**src/rtl/pipe_ctrl_pkg.sv**
```systemverilog
// pipe_ctrl_pkg -- shared constants and helpers for the pipeline hazard
// controller.
//   MULT_CYC_DEF / DIV_CYC_DEF : default MDU busy lengths.
//   T_*                        : Tuse/Tnew encodings; T_NEVER marks "operand never read".
//   md_op_e                    : MDU operation selector carried with E_md_start.
//   md_cnt_width()             : width of the MDU busy counter.
//   src_hazard()               : one source-vs-producer data-hazard test.
package pipe_ctrl_pkg;

  localparam int MULT_CYC_DEF = 5;
  localparam int DIV_CYC_DEF  = 10;

  localparam logic [1:0] T_NOW   = 2'd0;
  localparam logic [1:0] T_ONE   = 2'd1;
  localparam logic [1:0] T_TWO   = 2'd2;
  localparam logic [1:0] T_NEVER = 2'd3;

  typedef enum logic {
    MD_MULT = 1'b0,
    MD_DIV  = 1'b1
  } md_op_e;

  // Smallest width that can hold the longer busy length without wrapping.
  function automatic int md_cnt_width(input int a, input int b);
    int m;
    m = (a > b) ? a : b;
    return $clog2(m + 1);
  endfunction

  // A source stalls when it names a live producer whose result arrives later
  // than the consumer needs it. Register 0 is hard-wired and never stalls;
  // T_NEVER can never be less than any Tnew, so unused operands drop out.
  function automatic logic src_hazard(input logic [4:0] src,
                                      input logic [1:0] tuse,
                                      input logic [4:0] wa,
                                      input logic [1:0] tnew);
    return (src != 5'd0) && (src == wa) && (tuse < tnew);
  endfunction

endpackage

```
**src/rtl/pipe_ctrl_if.sv**
```systemverilog
// pipe_ctrl_if -- bundle of signals between the pipeline datapath and the
// hazard controller.
//   master : the datapath; drives decode/execute/memory stage info, reads
//            the write enables, bubble control and MDU status.
//   slave  : pipe_ctrl; the reverse directions.
// Signalling: there is no valid/ready pair here. Every input is a level that
// describes the instruction currently in that stage and is sampled every
// cycle; every output is meaningful every cycle. E_md_op is only looked at in
// a cycle where E_md_start is high.
interface pipe_ctrl_if;
  logic [4:0]  D_rs;
  logic [4:0]  D_rt;
  logic [1:0]  D_tuse_rs;
  logic [1:0]  D_tuse_rt;
  logic        D_md;
  logic [4:0]  E_wa;
  logic [4:0]  M_wa;
  logic [1:0]  E_tnew;
  logic [1:0]  M_tnew;
  logic        E_md_start;
  logic        E_md_op;
  logic        F_WE;
  logic        D_WE;
  logic        M_WE;
  logic        E_clr;
  logic        md_busy;
  logic        md_done;
  logic [31:0] stall_cnt;

  modport master (
    output D_rs, D_rt, D_tuse_rs, D_tuse_rt, D_md,
    output E_wa, M_wa, E_tnew, M_tnew, E_md_start, E_md_op,
    input  F_WE, D_WE, M_WE, E_clr, md_busy, md_done, stall_cnt
  );

  modport slave (
    input  D_rs, D_rt, D_tuse_rs, D_tuse_rt, D_md,
    input  E_wa, M_wa, E_tnew, M_tnew, E_md_start, E_md_op,
    output F_WE, D_WE, M_WE, E_clr, md_busy, md_done, stall_cnt
  );
endinterface

```
**src/rtl/pipe_ctrl_md_timer.sv**
```systemverilog
// md_timer -- models the multiply/divide unit's occupancy.
//   clk, reset  : clock, synchronous active-high reset.
//   start_i     : E-stage mult/div this cycle.
//   op_i        : 0 = mult, 1 = div (see md_op_e).
//   md_busy_o   : registered, high while an operation is in flight.
//   md_done_o   : high in the last busy cycle only.
module md_timer
  import pipe_ctrl_pkg::*;
#(
  parameter int MULT_CYC = MULT_CYC_DEF,
  parameter int DIV_CYC  = DIV_CYC_DEF
) (
  input  logic clk,
  input  logic reset,
  input  logic start_i,
  input  logic op_i,
  output logic md_busy_o,
  output logic md_done_o
);

  localparam int CW = md_cnt_width(MULT_CYC, DIV_CYC);

  logic [CW-1:0] cnt_q, cnt_d;
  logic          busy_q;
  logic          load;

  // A start is accepted when the unit is idle or finishing this cycle, so a
  // back-to-back operation keeps md_busy high without a gap. A start in any
  // other busy cycle is dropped.
  always_comb begin
    cnt_d = cnt_q;
    load  = start_i && ((cnt_q == '0) || (cnt_q == CW'(1)));
    if (load) begin
      cnt_d = (md_op_e'(op_i) == MD_DIV) ? CW'(DIV_CYC) : CW'(MULT_CYC);
    end else if (cnt_q != '0) begin
      cnt_d = cnt_q - CW'(1);
    end
  end

  always_ff @(posedge clk) begin
    if (reset) begin
      cnt_q  <= '0;
      busy_q <= 1'b0;
    end else begin
      cnt_q  <= cnt_d;
      busy_q <= (cnt_d != '0);
    end
  end

  assign md_busy_o = busy_q;
  assign md_done_o = (cnt_q == CW'(1));

endmodule

```
**src/rtl/pipe_ctrl.sv**
```systemverilog
// pipe_ctrl -- stall/bubble controller for a 5-stage pipeline with an MDU.
//   clk, reset : clock, synchronous active-high reset.
//   bus        : pipe_ctrl_if.slave; hazard inputs from D/E/M stages,
//                F_WE/D_WE/M_WE/E_clr pipeline controls, MDU status and
//                the saturating stalled-cycle counter.
// Stall is purely combinational from the current inputs and MDU state; reset
// only clears this block's own registers, it does not force the stall.
module pipe_ctrl
  import pipe_ctrl_pkg::*;
#(
  parameter int MULT_CYC = MULT_CYC_DEF,
  parameter int DIV_CYC  = DIV_CYC_DEF
) (
  input  logic           clk,
  input  logic           reset,
  pipe_ctrl_if.slave     bus
);

  logic        data_stall;
  logic        md_stall;
  logic        stall;
  logic        md_busy;
  logic        md_done;
  logic [31:0] stall_cnt_q, stall_cnt_d;

  md_timer #(
    .MULT_CYC (MULT_CYC),
    .DIV_CYC  (DIV_CYC)
  ) u_md_timer (
    .clk       (clk),
    .reset     (reset),
    .start_i   (bus.E_md_start),
    .op_i      (bus.E_md_op),
    .md_busy_o (md_busy),
    .md_done_o (md_done)
  );

  assign data_stall =
      src_hazard(bus.D_rs, bus.D_tuse_rs, bus.E_wa, bus.E_tnew) ||
      src_hazard(bus.D_rs, bus.D_tuse_rs, bus.M_wa, bus.M_tnew) ||
      src_hazard(bus.D_rt, bus.D_tuse_rt, bus.E_wa, bus.E_tnew) ||
      src_hazard(bus.D_rt, bus.D_tuse_rt, bus.M_wa, bus.M_tnew);

  // An MDU instruction in D must wait while the unit is busy, and also in
  // the cycle a new operation is being launched from E.
  assign md_stall = bus.D_md && (md_busy || bus.E_md_start);
  assign stall    = data_stall || md_stall;

  always_comb begin
    stall_cnt_d = stall_cnt_q;
    if (stall && (stall_cnt_q != 32'hFFFF_FFFF)) begin
      stall_cnt_d = stall_cnt_q + 32'd1;
    end
  end

  always_ff @(posedge clk) begin
    if (reset) begin
      stall_cnt_q <= '0;
    end else begin
      stall_cnt_q <= stall_cnt_d;
    end
  end

  assign bus.F_WE      = ~stall;
  assign bus.D_WE      = ~stall;
  assign bus.E_clr     = stall;
  assign bus.M_WE      = 1'b1;
  assign bus.md_busy   = md_busy;
  assign bus.md_done   = md_done;
  assign bus.stall_cnt = stall_cnt_q;

endmodule

```
**src/flat_wrapper.sv**
```systemverilog
// flat-port wrapper written by rule: the top's interface ports become plain ports
module pipe_ctrl_flat import pipe_ctrl_pkg::*;
#(
  parameter int MULT_CYC = MULT_CYC_DEF,
  parameter int DIV_CYC  = DIV_CYC_DEF
)
  (clk, reset, bus_D_rs, bus_D_rt, bus_D_tuse_rs, bus_D_tuse_rt, bus_D_md, bus_E_wa, bus_M_wa, bus_E_tnew, bus_M_tnew, bus_E_md_start, bus_E_md_op, bus_F_WE, bus_D_WE, bus_M_WE, bus_E_clr, bus_md_busy, bus_md_done, bus_stall_cnt);
  pipe_ctrl_if bus_i ();
  input  logic clk;
  input  logic reset;
  input wire logic [$bits(bus_i.D_rs)-1:0] bus_D_rs;
  input wire logic [$bits(bus_i.D_rt)-1:0] bus_D_rt;
  input wire logic [$bits(bus_i.D_tuse_rs)-1:0] bus_D_tuse_rs;
  input wire logic [$bits(bus_i.D_tuse_rt)-1:0] bus_D_tuse_rt;
  input wire logic [$bits(bus_i.D_md)-1:0] bus_D_md;
  input wire logic [$bits(bus_i.E_wa)-1:0] bus_E_wa;
  input wire logic [$bits(bus_i.M_wa)-1:0] bus_M_wa;
  input wire logic [$bits(bus_i.E_tnew)-1:0] bus_E_tnew;
  input wire logic [$bits(bus_i.M_tnew)-1:0] bus_M_tnew;
  input wire logic [$bits(bus_i.E_md_start)-1:0] bus_E_md_start;
  input wire logic [$bits(bus_i.E_md_op)-1:0] bus_E_md_op;
  output wire logic [$bits(bus_i.F_WE)-1:0] bus_F_WE;
  output wire logic [$bits(bus_i.D_WE)-1:0] bus_D_WE;
  output wire logic [$bits(bus_i.M_WE)-1:0] bus_M_WE;
  output wire logic [$bits(bus_i.E_clr)-1:0] bus_E_clr;
  output wire logic [$bits(bus_i.md_busy)-1:0] bus_md_busy;
  output wire logic [$bits(bus_i.md_done)-1:0] bus_md_done;
  output wire logic [$bits(bus_i.stall_cnt)-1:0] bus_stall_cnt;
  assign bus_i.D_rs = bus_D_rs;
  assign bus_i.D_rt = bus_D_rt;
  assign bus_i.D_tuse_rs = bus_D_tuse_rs;
  assign bus_i.D_tuse_rt = bus_D_tuse_rt;
  assign bus_i.D_md = bus_D_md;
  assign bus_i.E_wa = bus_E_wa;
  assign bus_i.M_wa = bus_M_wa;
  assign bus_i.E_tnew = bus_E_tnew;
  assign bus_i.M_tnew = bus_M_tnew;
  assign bus_i.E_md_start = bus_E_md_start;
  assign bus_i.E_md_op = bus_E_md_op;
  assign bus_F_WE = bus_i.F_WE;
  assign bus_D_WE = bus_i.D_WE;
  assign bus_M_WE = bus_i.M_WE;
  assign bus_E_clr = bus_i.E_clr;
  assign bus_md_busy = bus_i.md_busy;
  assign bus_md_done = bus_i.md_done;
  assign bus_stall_cnt = bus_i.stall_cnt;
  pipe_ctrl #(.MULT_CYC(MULT_CYC), .DIV_CYC(DIV_CYC)) u_core (.clk(clk), .reset(reset), .bus(bus_i));
endmodule
```
**config.mk**
```make
export PLATFORM = sky130hd
export DESIGN_NAME = pipe_ctrl_flat
export DESIGN_NICKNAME = d
export VERILOG_FILES = /design/src/rtl/pipe_ctrl_pkg.sv /design/src/rtl/pipe_ctrl_if.sv /design/src/rtl/pipe_ctrl_md_timer.sv /design/src/rtl/pipe_ctrl.sv /design/src/flat_wrapper.sv
export SDC_FILE = /design/constraint.sdc
export NUM_CORES = 1
export LEC_CHECK = 0
export CAP_MARGIN = 25
export CORE_UTILIZATION = 48
export CTS_CLUSTER_DIAMETER = 50
export CTS_CLUSTER_SIZE = 40
export DETAILED_ROUTE_END_ITERATION = 10
export HOLD_SLACK_MARGIN = 0.12
export PLACE_DENSITY_LB_ADDON = 0.1
export SYNTH_ARGS = -nofsm -noshare
export SYNTH_HDL_FRONTEND = slang
export SYNTH_SLANG_ARGS = --single-unit
```
**constraint.sdc**
```tcl
create_clock -name clk -period 3.2 [get_ports clk]
set_input_delay 0.64 -clock clk [delete_from_list [all_inputs] [get_ports clk]]
set_output_delay 0.64 -clock clk [all_outputs]
set_load 0.01 [all_outputs]
```
Word level (Yosys, flattened, before mapping). Index checks and enable logic that the tools add are counted.

Add/sub/neg operators: 2. $lt $le $gt $ge: 4. Equal/unequal tests: 6. Multiplexer cells: 3. Bitwise gates (word level): 1. Reduce and logical (&&, ||, !) cells: 22.

Operators by type and width (count): 32-bit by 1-bit adder with 32-bit output, second input constant (1); 32-bit inequality test, second input constant (1); 5-bit == test (4); 4-bit two-way mux (3); 1-bit logical AND (11); 5-bit nonzero test (2); 2-bit less-than comparator (4); 4-bit nonzero test (2); 1-bit logical OR (6); 4-bit by 1-bit == test with 1-bit output, second input constant (1); 4-bit zero test (1); 4-bit by 1-bit subtractor with 4-bit output, second input constant (1); 1-bit inverter (1).

Flip-flop bits (word level): 37. Input bits: 33. Word-level logic and storage cells: 41.

Logic depth before layout (Yosys ltp).
Word-level depth: 8. Depth in mapped cells: 11. Gate-level depth less buffers: 8.

Cells and area by module. A second synthesis with hierarchy kept.

Cells, all modules: 296. Area total of the unflattened synthesis: 2397.3 sq um.

By module, submodules not included: pipe_ctrl (times used 1, cells an instance 258, area an instance 2064.5 sq um, sequential area each 640.6 sq um); md_timer (times used 1, cells an instance 38, area an instance 332.8 sq um, sequential area each 100.1 sq um).

Least setup slack after synthesis. OpenSTA, ideal clock, no wires.

Kind: input port to output port. Start point: in bus_M_tnew[1]. End point: out bus_F_WE. Data arrival time: 2.241 ns. Data required time: 2.560 ns. Setup slack: 0.319 ns. Stages: 10. Buffers on the path: 4. Cells stage by stage: inv_1 ha_1 a2111oi_0 nand4_1 a21oi_1 nor3_1 buf_2 buf_2 buf_2 buf_4.

Word-level cells in the longest chain between the ends: 7.

Ends and longest elaborated chain: from (decl) (line flat_wrapper.sv:19) `input wire logic [$bits(bus_i.M_tnew)-1:0] bus_M_tnew;`; 2-bit less-than comparator (line pipe_ctrl_pkg.sv:37) `return (src != 5'd0) && (src == wa) && (tuse < tnew);`; 1-bit logical AND (line pipe_ctrl_pkg.sv:37); 1-bit logical OR (line pipe_ctrl.sv:39) `src_hazard(bus.D_rs, bus.D_tuse_rs, bus.E_wa, bus.E_tnew) ||`; 1-bit logical OR (line pipe_ctrl.sv:40) `src_hazard(bus.D_rs, bus.D_tuse_rs, bus.M_wa, bus.M_tnew) ||`; 1-bit logical OR * (line pipe_ctrl.sv:41) `src_hazard(bus.D_rt, bus.D_tuse_rt, bus.E_wa, bus.E_tnew) ||`; 1-bit logical OR * (line pipe_ctrl.sv:47) `assign stall = data_stall || md_stall;`; 1-bit inverter *; to (decl) (line flat_wrapper.sv:22) `output wire logic [$bits(bus_i.F_WE)-1:0] bus_F_WE;`.

Every way passes the cells marked *; elsewhere a longest branch is shown, timed or not.

Worst setup path after layout.
Start point: in bus_M_tnew[1]. End point: out bus_E_clr.

Word-level cells in the longest chain between the ends: 6.

Ends and longest elaborated chain: 2-bit less-than comparator (line pipe_ctrl_pkg.sv:37); 1-bit logical AND (line pipe_ctrl_pkg.sv:37); 1-bit logical OR (line pipe_ctrl.sv:39); 1-bit logical OR (line pipe_ctrl.sv:40); 1-bit logical OR * (line pipe_ctrl.sv:41); 1-bit logical OR * (line pipe_ctrl.sv:47); to (decl) (line flat_wrapper.sv:25) `output wire logic [$bits(bus_i.E_clr)-1:0] bus_E_clr;`.

Marked as above.

==> impl_metrics.env <==
export IMPL_end_kind="output port"
export IMPL_dr_pass1_iters=4
export IMPL_clk_pin_slew_worst_paths_ps=70
export IMPL_synth_top_family_by_area="simple AND/OR/NAND/NOR gates"
export IMPL_critPathMaxFanout=5
export IMPL_wl_mm=6.377
export IMPL_clock_sinks=37
export IMPL_dpl_hpwl_mm=4.713
export IMPL_synth_mux_area_fraction_pct=4.819
export IMPL_maxCapViolations=0
export IMPL_powerDensity_mw_per_mm2=378.3
export IMPL_r2r_cells=7
export IMPL_timing_final_setup_violations=0
export IMPL_cts_htree_levels=2
export IMPL_ys_flop_type="dfxtp_1"
export IMPL_routedWlPerCell_um=14.49
export IMPL_place_ws_ps=-363.2
export IMPL_synth_xor_area_share_pct=7.731
export IMPL_min_from="u_core.bus.stall_cnt[19]"
export IMPL_post_cts_buffers=0
export IMPL_rsz0062_at_grt="false"
export IMPL_fillerInstances=392
export IMPL_worst_slew_pin_slew_ps=598.5
export IMPL_die_h_um=74.06
export IMPL_diodes=0
export IMPL_yosysTopAreaCell="dfxtp_1"
export IMPL_num_vias=2478
export IMPL_finalCritPeriodShare_pct=95.31
export IMPL_required_ps=2560
export IMPL_grt_antenna_before_repair=0
export IMPL_maxSlewHeadroom_pct=60.10
export IMPL_run_status="finished, final reports clean"
export IMPL_clockRootBuffer="clkbuf_8"
export IMPL_place_area_mm2=0.003317
export IMPL_synthSimpleGateAreaFrac_pct=32.13
export IMPL_cts_buffers=5
export IMPL_max_freq_mhz=327.9
export IMPL_clock_skew_ps=7.668
export IMPL_finalMaxSlewViolations=0
export IMPL_hp_class="flip-flop to flip-flop"
export IMPL_syn_area_per_cell_um2=8.449
export IMPL_cts_hold_buf=0
export IMPL_p_leak_nw=1.237
export IMPL_cts_tree="done"
export IMPL_ios=71
export IMPL_drt_iter0_markers=122
export IMPL_start_util_pct=51.41
export IMPL_drc=0
export IMPL_synth_seq_cells=37
export IMPL_finalPower_mw=1.294
export IMPL_gp_congestion=0.8783
export IMPL_synthArstFlopShare_pct=0
export IMPL_port_buffers=69
export IMPL_arrival_ps=2410
export IMPL_synth_adder_area_share_pct=4.016
export IMPL_layout_setup_ws_ps=150.1
export IMPL_syn2layout_area_growth_pct=37.25
export IMPL_final_area_mm2=0.003421
export IMPL_synth_compound_area_share_pct=15.41
export IMPL_syn_inst=295
export IMPL_fin_util_pct=70.55
export IMPL_clock_latency_ps=290
export IMPL_synth_edff_count=0
export IMPL_cts_path_max_buffers=2
export IMPL_syn_area_mm2=0.002492
export IMPL_grt_pass1_wl_mm=10.41
export IMPL_via_per_inst=5.632
export IMPL_postRouteAntennaNets=0
export IMPL_drive_gt1_share_pct=14.48
export IMPL_fin_nets=414
export IMPL_die_w_um=74.06
export IMPL_hold_depth=2
export IMPL_ys_seq_area_share_pct=29.72
export IMPL_fin_crit_ps=3050
export IMPL_rows=25
export IMPL_path_class="primary input to output port"
export IMPL_grtUsageTotal_pct=24.72
export IMPL_r2r_slack_ps=670
export IMPL_synth_warnings=0
export IMPL_yosys_top_cells_area="dfxtp_1 (30%), a21oi_1 (4.8%), xnor2_1 (4.2%), ha_1 (4.0%), or3_1 (3.5%)"
export IMPL_grt_max_degree=45
export IMPL_cp_startpoint="bus_M_tnew[1]"
export IMPL_synth_top_area_share_pct=29.72
export IMPL_grt_overflow=0
export IMPL_hold_viol=0
export IMPL_core_mm2=0.004848
export IMPL_startpoint_type="primary input"
export IMPL_grt_pass1_vias=2276
export IMPL_reg2reg_from="u_core.bus.stall_cnt[10]"
export IMPL_dieArea_mm2=0.005485
export IMPL_synth_cell_types=51
export IMPL_peakVddDrop_v=0.0004205
export IMPL_synth_nets=336
-- critical path, stage by stage --
cell and delay (ps):
clkdlybuf4s50_1 460, inv_1 50, buf_4 120, ha_1 190, nor4_1 310, nand4_1 160
a21oi_2 210, nor3_4 80, inv_1 60, clkbuf_2 120
-- cells by family after synthesis --
group / count (synthesis)
AOI/OAI and AO/OA: 61
DFF: 37
buffers and inverters: 29
muxes: 10
adders and majority gates: 8
and+or+nand+nor: 127
other: 1
xor gates and xnor gates: 22
-- path summary, 6_finish.rpt --
path,to
setup reg to reg,u_core.bus.stall_cnt[8]
hold / removal,u_core.bus.stall_cnt[19]
setup / recovery,bus_E_clr
hold reg to reg,u_core.bus.stall_cnt[19]
-- cell type report --
type	instances	area, um2	area share, %
tap	67	83.83	2.451
timing repair buffer	90	833.3	24.36
inverter	10	37.54	1.097
sequential	37	740.7	21.65
multi-input combinational	229	1639	47.92
clock buffer	7	86.33	2.524
-- sequential cells by signal (all words and copies together), names as in the netlist --
name                         cells
u_core.bus.stall_cnt            32
u_core.u_md_timer.cnt_q          4
u_core.u_md_timer.md_busy_o      1
-- per-stage QoR --
stage                     hold WS (ps)  TNS [ps]  instances
after global routing             559.6         0        440
after floorplan                  508.2         0        295
final                            503.1         0        440
after detailed placement         496.5     -4049        433
after global placement           489.5     -3362        433
after CTS                        507.3         0        440
-- cell usage in the layout, fill, tap and decap left out, types with 5 or more instances in the layout --
cell type / instances
o21ai_0: 12
dfxtp_1: 37
nor2_1: 17
nand2_1: 11
clkdlybuf4s50_1: 66
and3_1: 5
or4_1: 11
xnor2_1: 12
inv_1: 10
nand4_1: 12
nor2b_1: 10
ha_1: 8
or3_1: 14
nor4_1: 9
clkbuf_8: 6
a21oi_1: 22
xor2_1: 10
buf_4: 21
o31ai_1: 9
nand3_1: 13
-- repair_timing --
action	in CTS	in global routing
pin swaps	2	2
gates resized for setup	10	7
endpoints found under the setup margin	3	3
-- cells in the mapped netlist (all sizes together), types with 5 or more instances --
| library cell | n |
|---|---|
| o31ai | 9 |
| ha | 8 |
| buf | 13 |
| nor4 | 11 |
| nand2 | 13 |
| nor2b | 10 |
| and3 | 5 |
| nand3 | 15 |
| or4 | 11 |
| inv | 10 |
| nor3 | 5 |
| nand4 | 14 |
| o21ai | 12 |
| or3 | 14 |
| nor2 | 18 |
| xnor2 | 12 |
| xor2 | 10 |
| clkbuf | 6 |
| mux2 | 10 |
| a21oi | 24 |
| dfxtp | 37 |
-- where the power goes --
group          total, mW  switching (mW)  internal (mW)
registers          0.521          0.0283          0.493
clock network      0.332           0.161          0.171
logic              0.441           0.230          0.211
-- metal layers --
layer | wire (um) | track usage [%] | vias to the layer above
li1 | - | - | 1251
met1 | 2888 | 31.59 | 1154
met2 | 3024 | 40.51 | 62
met3 | 339 | 5.149 | 11
met4 | 125 | 10.26 | 0
met5 | 0 | 0 | -
Note: power is estimated with default switching activity, not from simulation.
